## config.mk

```make
export PLATFORM = sky130hd
export DESIGN_NAME = multi_clk_gen_flat
export DESIGN_NICKNAME = d
export VERILOG_FILES = /design/src/rtl/multi_clk_gen_if.sv /design/src/rtl/multi_clk_gen.sv /design/src/flat_wrapper.sv
export SDC_FILE = /design/constraint.sdc
export NUM_CORES = 2
export LEC_CHECK = 0
export CORE_MARGIN = 2
export CORE_UTILIZATION = 67
export DETAILED_ROUTE_END_ITERATION = 8
export MAX_ROUTING_LAYER = met4
export PLACE_DENSITY = 0.88
export SLEW_MARGIN = 20
export SYNTH_ARGS = -nofsm -noshare
export SYNTH_HDL_FRONTEND = slang
export SYNTH_SLANG_ARGS = --single-unit
```

## constraint.sdc

```tcl
create_clock -name clk -period 44.2 [get_ports clk]
set_clock_uncertainty 0.15 [all_clocks]
set_input_delay 6.63 -clock clk [delete_from_list [all_inputs] [get_ports clk]]
set_output_delay 6.63 -clock clk [all_outputs]
set_load 0.01 [all_outputs]
```

## src/rtl/multi_clk_gen_if.sv

```systemverilog
// Configuration and waveform bundle for multi_clk_gen.
// master: the controller writing configuration and enables; slave: the generator.
interface multi_clk_gen_if #(
   parameter int NCH = 4,
   parameter int CW  = 16,
   parameter int JW  = 4
);
   localparam int CHW = (NCH > 1) ? $clog2(NCH) : 1;

   logic            cfg_valid;
   logic [CHW-1:0]  cfg_ch;
   logic [CW-1:0]   cfg_period;
   logic [CW-1:0]   cfg_high;
   logic [JW-1:0]   cfg_jitter;
   logic [NCH-1:0]  en;
   logic [NCH-1:0]  clk_out;
   logic [NCH-1:0]  rise;
   logic            cfg_err;

   modport master (
      output cfg_valid, cfg_ch, cfg_period, cfg_high, cfg_jitter, en,
      input  clk_out, rise, cfg_err
   );

   modport slave (
      input  cfg_valid, cfg_ch, cfg_period, cfg_high, cfg_jitter, en,
      output clk_out, rise, cfg_err
   );
endinterface

```

## src/rtl/multi_clk_gen.sv

```systemverilog
// multi_clk_gen: NCH independent divided waveforms from one system clock, each
// with programmable period, high time and LFSR-driven period jitter.
module multi_clk_gen #(
   parameter int          NCH  = 4,
   parameter int          CW   = 16,
   parameter int          JW   = 4,
   parameter logic [15:0] SEED = 16'hACE1
) (
   input  logic           clk,
   input  logic           rst,
   multi_clk_gen_if.slave bus
);
   typedef enum logic {IDLE, RUN} state_t;

   logic [15:0]    lfsr;
   logic           err_q;
   logic           cfg_legal;
   logic [NCH-1:0] wr_sel;
   logic [NCH-1:0] start;
   logic [NCH-1:0] pend;
   logic [NCH-1:0] clk_q;
   logic [NCH-1:0] rise_q;

   state_t         st    [NCH];
   logic [CW-1:0]  cnt   [NCH];
   logic [CW-1:0]  pe    [NCH];
   logic [CW-1:0]  p_act [NCH];
   logic [CW-1:0]  h_act [NCH];
   logic [JW-1:0]  j_act [NCH];
   logic [CW-1:0]  p_pnd [NCH];
   logic [CW-1:0]  h_pnd [NCH];
   logic [JW-1:0]  j_pnd [NCH];
   logic [CW-1:0]  p_use [NCH];
   logic [CW-1:0]  h_use [NCH];
   logic [JW-1:0]  j_use [NCH];
   logic [CW-1:0]  pe_new[NCH];

   // Effective period: P plus LFSR offset saturated to +/-J, kept within [H+1, 2^CW-1].
   function automatic logic [CW-1:0] calc_pe(input logic [CW-1:0] p, input logic [CW-1:0] h,
                                             input logic [JW-1:0] j, input logic [JW:0] r);
      logic signed [CW+1:0] d, jj, sum, lo, hi;
      d   = signed'({{(CW+1-JW){r[JW]}}, r});
      jj  = signed'({{(CW+2-JW){1'b0}}, j});
      if (d > jj)
         d = jj;
      else if (d < -jj)
         d = -jj;
      sum = signed'({2'b00, p}) + d;
      lo  = signed'({2'b00, h}) + signed'({{(CW+1){1'b0}}, 1'b1});
      hi  = signed'({2'b00, {CW{1'b1}}});
      if (sum < lo)
         sum = lo;
      else if (sum > hi)
         sum = hi;
      return sum[CW-1:0];
   endfunction

   // Write validation, per-channel write decode and period-start selection.
   always_comb begin
      cfg_legal = (bus.cfg_period >= CW'(2)) && (bus.cfg_high != '0) &&
                  (bus.cfg_high < bus.cfg_period) && (int'(bus.cfg_ch) < NCH);
      wr_sel = '0;
      start  = '0;
      for (int unsigned k = 0; k < NCH; k++) begin
         wr_sel[k] = bus.cfg_valid && cfg_legal && (int'(bus.cfg_ch) == int'(k));
         // An IDLE channel takes a same-edge write immediately; otherwise pending wins over active.
         if (st[k] == IDLE && wr_sel[k]) begin
            p_use[k] = bus.cfg_period;
            h_use[k] = bus.cfg_high;
            j_use[k] = bus.cfg_jitter;
         end else if (pend[k]) begin
            p_use[k] = p_pnd[k];
            h_use[k] = h_pnd[k];
            j_use[k] = j_pnd[k];
         end else begin
            p_use[k] = p_act[k];
            h_use[k] = h_act[k];
            j_use[k] = j_act[k];
         end
         pe_new[k] = calc_pe(p_use[k], h_use[k], j_use[k], lfsr[JW:0]);
         if (st[k] == IDLE)
            start[k] = bus.en[k];
         else
            start[k] = bus.en[k] && (cnt[k] == pe[k] - 1'b1);
      end
   end

   // Shared Galois LFSR, free-running every cycle.
   always_ff @(posedge clk or posedge rst) begin
      if (rst)
         lfsr <= SEED;
      else if (lfsr[0])
         lfsr <= {1'b0, lfsr[15:1]} ^ 16'hB400;
      else
         lfsr <= {1'b0, lfsr[15:1]};
   end

   // Rejected writes pulse cfg_err one cycle later.
   always_ff @(posedge clk or posedge rst) begin
      if (rst)
         err_q <= 1'b0;
      else
         err_q <= bus.cfg_valid && !cfg_legal;
   end

   // Per-channel configuration registers, counter and registered waveform.
   always_ff @(posedge clk or posedge rst) begin
      if (rst) begin
         pend   <= '0;
         clk_q  <= '0;
         rise_q <= '0;
         for (int unsigned k = 0; k < NCH; k++) begin
            st[k]    <= IDLE;
            cnt[k]   <= '0;
            pe[k]    <= CW'(2);
            p_act[k] <= CW'(2);
            h_act[k] <= CW'(1);
            j_act[k] <= '0;
            p_pnd[k] <= CW'(2);
            h_pnd[k] <= CW'(1);
            j_pnd[k] <= '0;
         end
      end else begin
         for (int unsigned k = 0; k < NCH; k++) begin
            if (wr_sel[k]) begin
               p_pnd[k] <= bus.cfg_period;
               h_pnd[k] <= bus.cfg_high;
               j_pnd[k] <= bus.cfg_jitter;
            end
            if (start[k]) begin
               p_act[k] <= p_use[k];
               h_act[k] <= h_use[k];
               j_act[k] <= j_use[k];
               // A RUN write landing on the start edge is deferred to the following start.
               pend[k]  <= (st[k] == RUN) && wr_sel[k];
            end else if (wr_sel[k]) begin
               if (st[k] == IDLE) begin
                  p_act[k] <= bus.cfg_period;
                  h_act[k] <= bus.cfg_high;
                  j_act[k] <= bus.cfg_jitter;
                  pend[k]  <= 1'b0;
               end else begin
                  pend[k]  <= 1'b1;
               end
            end

            if (start[k]) begin
               st[k]     <= RUN;
               cnt[k]    <= '0;
               pe[k]     <= pe_new[k];
               clk_q[k]  <= 1'b1;
               rise_q[k] <= 1'b1;
            end else if (st[k] == RUN && cnt[k] != pe[k] - 1'b1) begin
               cnt[k]    <= cnt[k] + 1'b1;
               clk_q[k]  <= (cnt[k] + 1'b1) < h_act[k];
               rise_q[k] <= 1'b0;
            end else begin
               st[k]     <= IDLE;
               cnt[k]    <= '0;
               clk_q[k]  <= 1'b0;
               rise_q[k] <= 1'b0;
            end
         end
      end
   end

   assign bus.clk_out = clk_q;
   assign bus.rise    = rise_q;
   assign bus.cfg_err = err_q;
endmodule

```

## src/flat_wrapper.sv

```systemverilog
// flat-port wrapper written by rule: the top's interface ports become plain ports
module multi_clk_gen_flat 
#(
   parameter int          NCH  = 4,
   parameter int          CW   = 16,
   parameter int          JW   = 4,
   parameter logic [15:0] SEED = 16'hACE1
)
  (clk, rst, bus_cfg_valid, bus_cfg_ch, bus_cfg_period, bus_cfg_high, bus_cfg_jitter, bus_en, bus_clk_out, bus_rise, bus_cfg_err);
  multi_clk_gen_if #(.NCH(NCH), .CW(CW), .JW(JW)) bus_i ();
  input  logic clk;
  input  logic rst;
  input wire logic [$bits(bus_i.cfg_valid)-1:0] bus_cfg_valid;
  input wire logic [$bits(bus_i.cfg_ch)-1:0] bus_cfg_ch;
  input wire logic [$bits(bus_i.cfg_period)-1:0] bus_cfg_period;
  input wire logic [$bits(bus_i.cfg_high)-1:0] bus_cfg_high;
  input wire logic [$bits(bus_i.cfg_jitter)-1:0] bus_cfg_jitter;
  input wire logic [$bits(bus_i.en)-1:0] bus_en;
  output wire logic [$bits(bus_i.clk_out)-1:0] bus_clk_out;
  output wire logic [$bits(bus_i.rise)-1:0] bus_rise;
  output wire logic [$bits(bus_i.cfg_err)-1:0] bus_cfg_err;
  assign bus_i.cfg_valid = bus_cfg_valid;
  assign bus_i.cfg_ch = bus_cfg_ch;
  assign bus_i.cfg_period = bus_cfg_period;
  assign bus_i.cfg_high = bus_cfg_high;
  assign bus_i.cfg_jitter = bus_cfg_jitter;
  assign bus_i.en = bus_en;
  assign bus_clk_out = bus_i.clk_out;
  assign bus_rise = bus_i.rise;
  assign bus_cfg_err = bus_i.cfg_err;
  multi_clk_gen #(.NCH(NCH), .CW(CW), .JW(JW), .SEED(SEED)) u_core (.clk(clk), .rst(rst), .bus(bus_i));
endmodule
```

# Word level (Yosys, flattened, before mapping)
# Index checks and enable logic that the tools add are counted.
# op_classes
n_addsub,20
mul,0
n_eq_ne,19
n_lt_le_gt_ge,22
bitwise_logic,5
n_mux,121
reduce_logical,35
shift,0
div_mod_pow,0
# ops
op,count
two-way mux 16 bit,57
two-way mux 18 bit,8
< comparator 16 bit,5
two-way mux 4 bit,20
adder 17 x 18 -> 18 bit,4
> comparator 18 x 17 -> 1 bit (second input constant),4
< comparator 18 bit,4
< comparator 5 x 18 -> 1 bit,4
negation 4 -> 18 bit,4
adder 16 x 1 -> 17 bit (second input constant),4
adder 16 x 1 -> 16 bit (second input constant),4
equality test 16 bit,4
inequality test 16 bit,4
subtractor 16 x 1 -> 16 bit (second input constant),4
two-way mux 1 bit,36
logical AND 1 bit,24
> comparator 5 bit,4
>= comparator 16 x 2 -> 1 bit (second input constant),1
inequality test 2 x 1 -> 1 bit (second input constant),8
nonzero test 16 bit,1
AND reduction 2 bit,4
nonzero test 2 bit,4
equality test 2 bit (second input constant),2
inverter 1 bit,4
other kinds (4),4
# word_totals
latchBits,0
mem_bits_rw,0
n_memories,0
in_bits,45
elab_cells,266
output_inout_bits,9
regBits,449
romBits,0

# Longest topological paths before layout
# depth
word_depth,15
ltp_mapped,46
ltp_nobuf,40

# Worst setup path after synthesis
# No wires, ideal clock.
# synth_timing
path_type,in2reg
start,in bus_cfg_period[7]
end,reg u_core.pe[20] (netlist bit)
required_time_ps,43927
cell_stages,43
path_buffers,6
path_slack_ps,29266
t_arrival_ps,14661
cell_sequence,inv_1 > ha_1 > and2_0 > a221oi_1 > o21ai_1 > o21a_1 > buf_2 > nor3_4 > clkbuf_1 > clkbuf_1 > clkbuf_1 > nand2_1 > o21ai_0 > nor2_1 > ha_1 > inv_1 > ha_1 > inv_1 > [... 7 more ...] > ha_1 > a211oi_1 > o21ai_0 > a41o_1 > o211a_1 > or3_1 > a211oi_1 > nor2_1 > ha_1 > a211o_1 > a21oi_1 > o2111ai_1 > o41ai_1 > a31oi_1 > nor2_1 > buf_2 > nand2_1 > o221a_2
# synth_via
elab_chain_len,15
# synth_lines
element,line,source
from (decl),flat_wrapper.sv:15,input wire logic [$bits(bus_i.cfg_period)-1:0] bus_cfg_period;
>= comparator 16 x 2 -> 1 bit,multi_clk_gen.sv:60,cfg_legal = (bus.cfg_period >= CW'(2)) && (bus.cfg_high != '0) &&
logical AND 1 bit (2 in series),multi_clk_gen.sv:60,
logical AND 1 bit (2 in series),multi_clk_gen.sv:65,wr_sel[k] = bus.cfg_valid && cfg_legal && (int'(bus.cfg_ch) == int'(k));
logical AND 1 bit,multi_clk_gen.sv:67,if (st[k] == IDLE && wr_sel[k]) begin
two-way mux 4 bit,multi_clk_gen.sv:67,
negation 4 -> 18 bit,"multi_clk_gen.sv:46, multi_clk_gen.sv:47",
< comparator 5 x 18 -> 1 bit,multi_clk_gen.sv:46,else if (d < -jj)
two-way mux 18 bit,multi_clk_gen.sv:46,
two-way mux 18 bit,multi_clk_gen.sv:44,if (d > jj)
adder 17 x 18 -> 18 bit,multi_clk_gen.sv:48,"sum = signed'({2'b00, p}) + d;"
> comparator 18 x 17 -> 1 bit,multi_clk_gen.sv:53,else if (sum > hi)
two-way mux 16 bit,multi_clk_gen.sv:53,
two-way mux 16 bit (*),multi_clk_gen.sv:51,if (sum < lo)
"to (signal, indexed assignment)",multi_clk_gen.sv:150,pe[k] <= pe_new[k];
to (decl),multi_clk_gen.sv:26,logic [CW-1:0] pe [NCH];
# Every way passes the cells marked *; elsewhere a longest branch is shown, timed or not.
# A chain may end at the register's enable or synchronous reset.

# Final worst setup path
# layout_timing
start,in bus_cfg_period[7]
end,reg u_core.pe[28] (netlist bit)
# The elaborated chain is that of the path after synthesis.

==> flow_metrics.py <==
metrics = {
    "routing": {
        "drc": 0,
        "wl_per_cell_um": 22.3,
        "ant_nets": 0,
        "num_vias": 28600,
        "wirelength_um": 96100,
        "vias_per_cell": 6.63,
        "drtIter0Drc": 3317,
        "firstDrtPassIters": 6,
    },
    "floorplanning": {
        "die_area_um2": 50900,
        "rows": 81,
        "num_io_pins": 54,
        "start_util_pct": 67.6,
        "die_w_um": 226,
        "coreArea_um2": 48600,
        "fp.dieH_um": 226,
    },
    "logic_synthesis": {
        "synth_top_area_share_pct": 32.0,
        "synth_nets": 3966,
        "synth_flop_cell": "dfrtp_1",
        "avgSynthCellArea_um2": 8.98,
        "yosysWarnings": 0,
        "synthDistinctLibCells": 105,
        "ys_ff_latch": 449,
        "async_flop_share_pct": 100,
        "yosysSeqAreaShare_pct": 34.3,
        "synthCells": 3662,
        "yosys-top-cells-area": "dfrtp_1, ha_1, mux2_2",
        "synth_top_area_cell": "dfrtp_1",
        "mappedNetlistArea_um2": 32900,
        "synth_edf_count": 0,
    },
    "cells_and_area": {
        "final_area_um2": 35700,
        "most-common-layout-cells": "dfrtp_1, nand2_1, o21ai_0",
        "syn_to_final_growth_pct": 8.45,
        "drive_gt1_share_pct": 11.4,
        "nets": 3955,
        "final_common_cell": "dfrtp_1",
        "final_cells": 4317,
    },
    "clock_tree": {
        "htreeDepth": 2,
        "holdBufCountCts": 0,
        "cts_resized": 0,
        "clock-sinks": 449,
        "cts_setup_buffers": 0,
        "path_clk_slew_ns": 0.06,
        "cts_root_buf": "clkbuf_16",
        "numCtsBuffers": 51,
        "cts_tree": "done",
        "clk_latency_ns": 0.63,
        "clockBufferDepth": 3,
    },
    "sta": {
        "worstMarginPinSlew_ns": 1.14,
        "period_minus_slack_ns": 16.98,
        "drv_slew": 0,
        "hold_viol": 0,
        "max-slew-margin-rel_pct": 23.9,
        "rsz0062_at_grt": "false",
        "hold_ws_ns": 0.208,
        "max_freq_mhz": 58.9,
        "final.period_utilization_pct": 38.4,
        "setup-tns-final_ns": 0,
        "finalSetupViolCount": 0,
    },
    "global_routing": {
        "grtUsageTotal_pct": 39.4,
        "overflow": 0,
        "grt_first_pass_wirelength_um": 153000,
        "grt_max_degree": 111,
        "grt_pass1_vias": 27400,
        "antenna_found_initial": 3,
    },
    "setup_path": {
        "end_kind": "flip-flop",
        "crit_required_ns": 44.57,
        "cp_max_fo": 18,
        "critPathMaxStageDelay_ns": 0.82,
        "cp_slowest_cell": "nor2_1",
        "startpoint_type": "input port",
        "crit_type": "in -> reg",
        "arrival_ns": 17.35,
        "cp_common_cell": "ha_1",
    },
    "placement": {
        "place_area_um2": 33900,
        "portBuffers": 53,
        "dp_hpwl_um": 68200,
        "dp_cells": 4219,
        "gp_congestion": 1.01,
    },
    "power_and_ir_drop": {
        "cellLeakagePower_nw": 16.8,
        "ir_drop_mv": 0.0452,
        "powerDensity_nw_per_um2": 55.4,
    },
    "flow_run": {
        "drv_cap": 0,
    },
    "hold_path": {
        "hp-class": "reg -> reg",
    },
    "run_status": {
        "outcome": "finished, final reports clean",
    },
}
[cells by family (layout without fill, tap and decap cells)]
family	Yosys count	count (layout)	synth area share (%)
other	0	1	0
AOI/OAI and AO/OA	839	839	16.0
and+or+nand+nor	1163	1163	17.1
buffers and inverters	331	363	4.09
xor gates and xnor gates	272	272	7.25
muxes	349	349	11.4
adders and majority gates	259	259	9.95
DFF	449	449	34.3
[cell usage after synthesis (all sizes together) (13+ instances only)]
| cell | instances |
|---|---|
| nand3b | 15 |
| or3 | 16 |
| clkbuf | 113 |
| xor2 | 94 |
| nor4 | 37 |
| nor3 | 59 |
| and3 | 24 |
| a31oi | 23 |
| a21o | 43 |
| o22ai | 21 |
| nor2b | 75 |
| dfrtp | 421 |
| nor2 | 248 |
| nand2 | 421 |
| mux2 | 185 |
| o2111ai | 13 |
| o21bai | 14 |
| and2 | 17 |
| o21ai | 324 |
| buf | 63 |
| mux2i | 164 |
| ha | 255 |
| a211oi | 48 |
| dfstp | 28 |
| a21boi | 14 |
| o31ai | 17 |
| or2 | 16 |
| xnor2 | 178 |
| o21a | 32 |
| nand4 | 38 |
| nand3 | 98 |
| nand2b | 48 |
| inv | 155 |
| a21oi | 187 |
| o221a | 13 |
[registers in the layout (all words and copies together) (netlist names), 16 cells and up]
signal and flops:
u_core.cnt 64, u_core.h_act 64, u_core.h_pnd 64, u_core.j_act 16, u_core.j_pnd 16, u_core.lfsr 16
u_core.p_act 64, u_core.p_pnd 64, u_core.pe 64
[where the power goes]
group | switching (W) | total, W | internal, W
registers | 0.0000859 | 0.000580 | 0.000494
clock network | 0.000181 | 0.000440 | 0.000259
logic | 0.000547 | 0.000956 | 0.000409
[critical path: cells and delay by family]
family	cells	cell delay (ns)
AOI/OAI and AO/OA	19	4.95
adders and majority gates	5	1.58
buffers and inverters	4	1.01
muxes	1	0.42
and+or+nand+nor	7	2.75
[worst paths after layout]
| path | from | to | slack (ns) | cells after the start |
|---|---|---|---|---|
| worst max-delay path | bus_cfg_period[7] | u_core.pe[28] | 27.22 | 36 |
| worst min-delay path | u_core.lfsr[6] | u_core.lfsr[5] | 0.21 | 0 |
| worst max register to register | u_core.st[1] | u_core.pe[28] | 34.40 | 31 |
| worst min register to register | u_core.lfsr[6] | u_core.lfsr[5] | 0.21 | 0 |
| max in group asynchronous | rst | u_core.cnt[22] | 35.24 | 4 |
| min in group asynchronous | rst | u_core.st[0] | 6.42 | 2 |
[layer usage]
layer | track usage (%) | wire [um] | vias up
met5 | - | 0 | -
met4 | 19.0 | 5290 | 0
met1 | 51.2 | 38200 | 13700
met2 | 58.3 | 41800 | 1520
met3 | 9.31 | 10700 | 356
li1 | - | - | 13000
[layout make-up]
class,count,area [um2]
multi-input combinational,2882,20300
fill,3410,13000
sequential,449,11300
clock buffer,74,1460
timing repair buffer,112,973
tap,622,778
inverter,155,592
clock inverter,22,256
antenna,1,2.50
[metrics by stage]
stage / setup WS, ns / power, W / utilization (%)
2_1_floorplan: 24.95 / 0.00128 / -
3_3_place_gp: 27.13 / 0.00147 / 69.7
3_5_place_dp: 26.83 / 0.00151 / 69.7
4_1_cts: 27.40 / 0.00195 / 73.3
5_1_grt: 26.51 / 0.00211 / 73.3
6_report: 27.22 / 0.00198 / 73.3
Power figures use the tool's default switching activity.
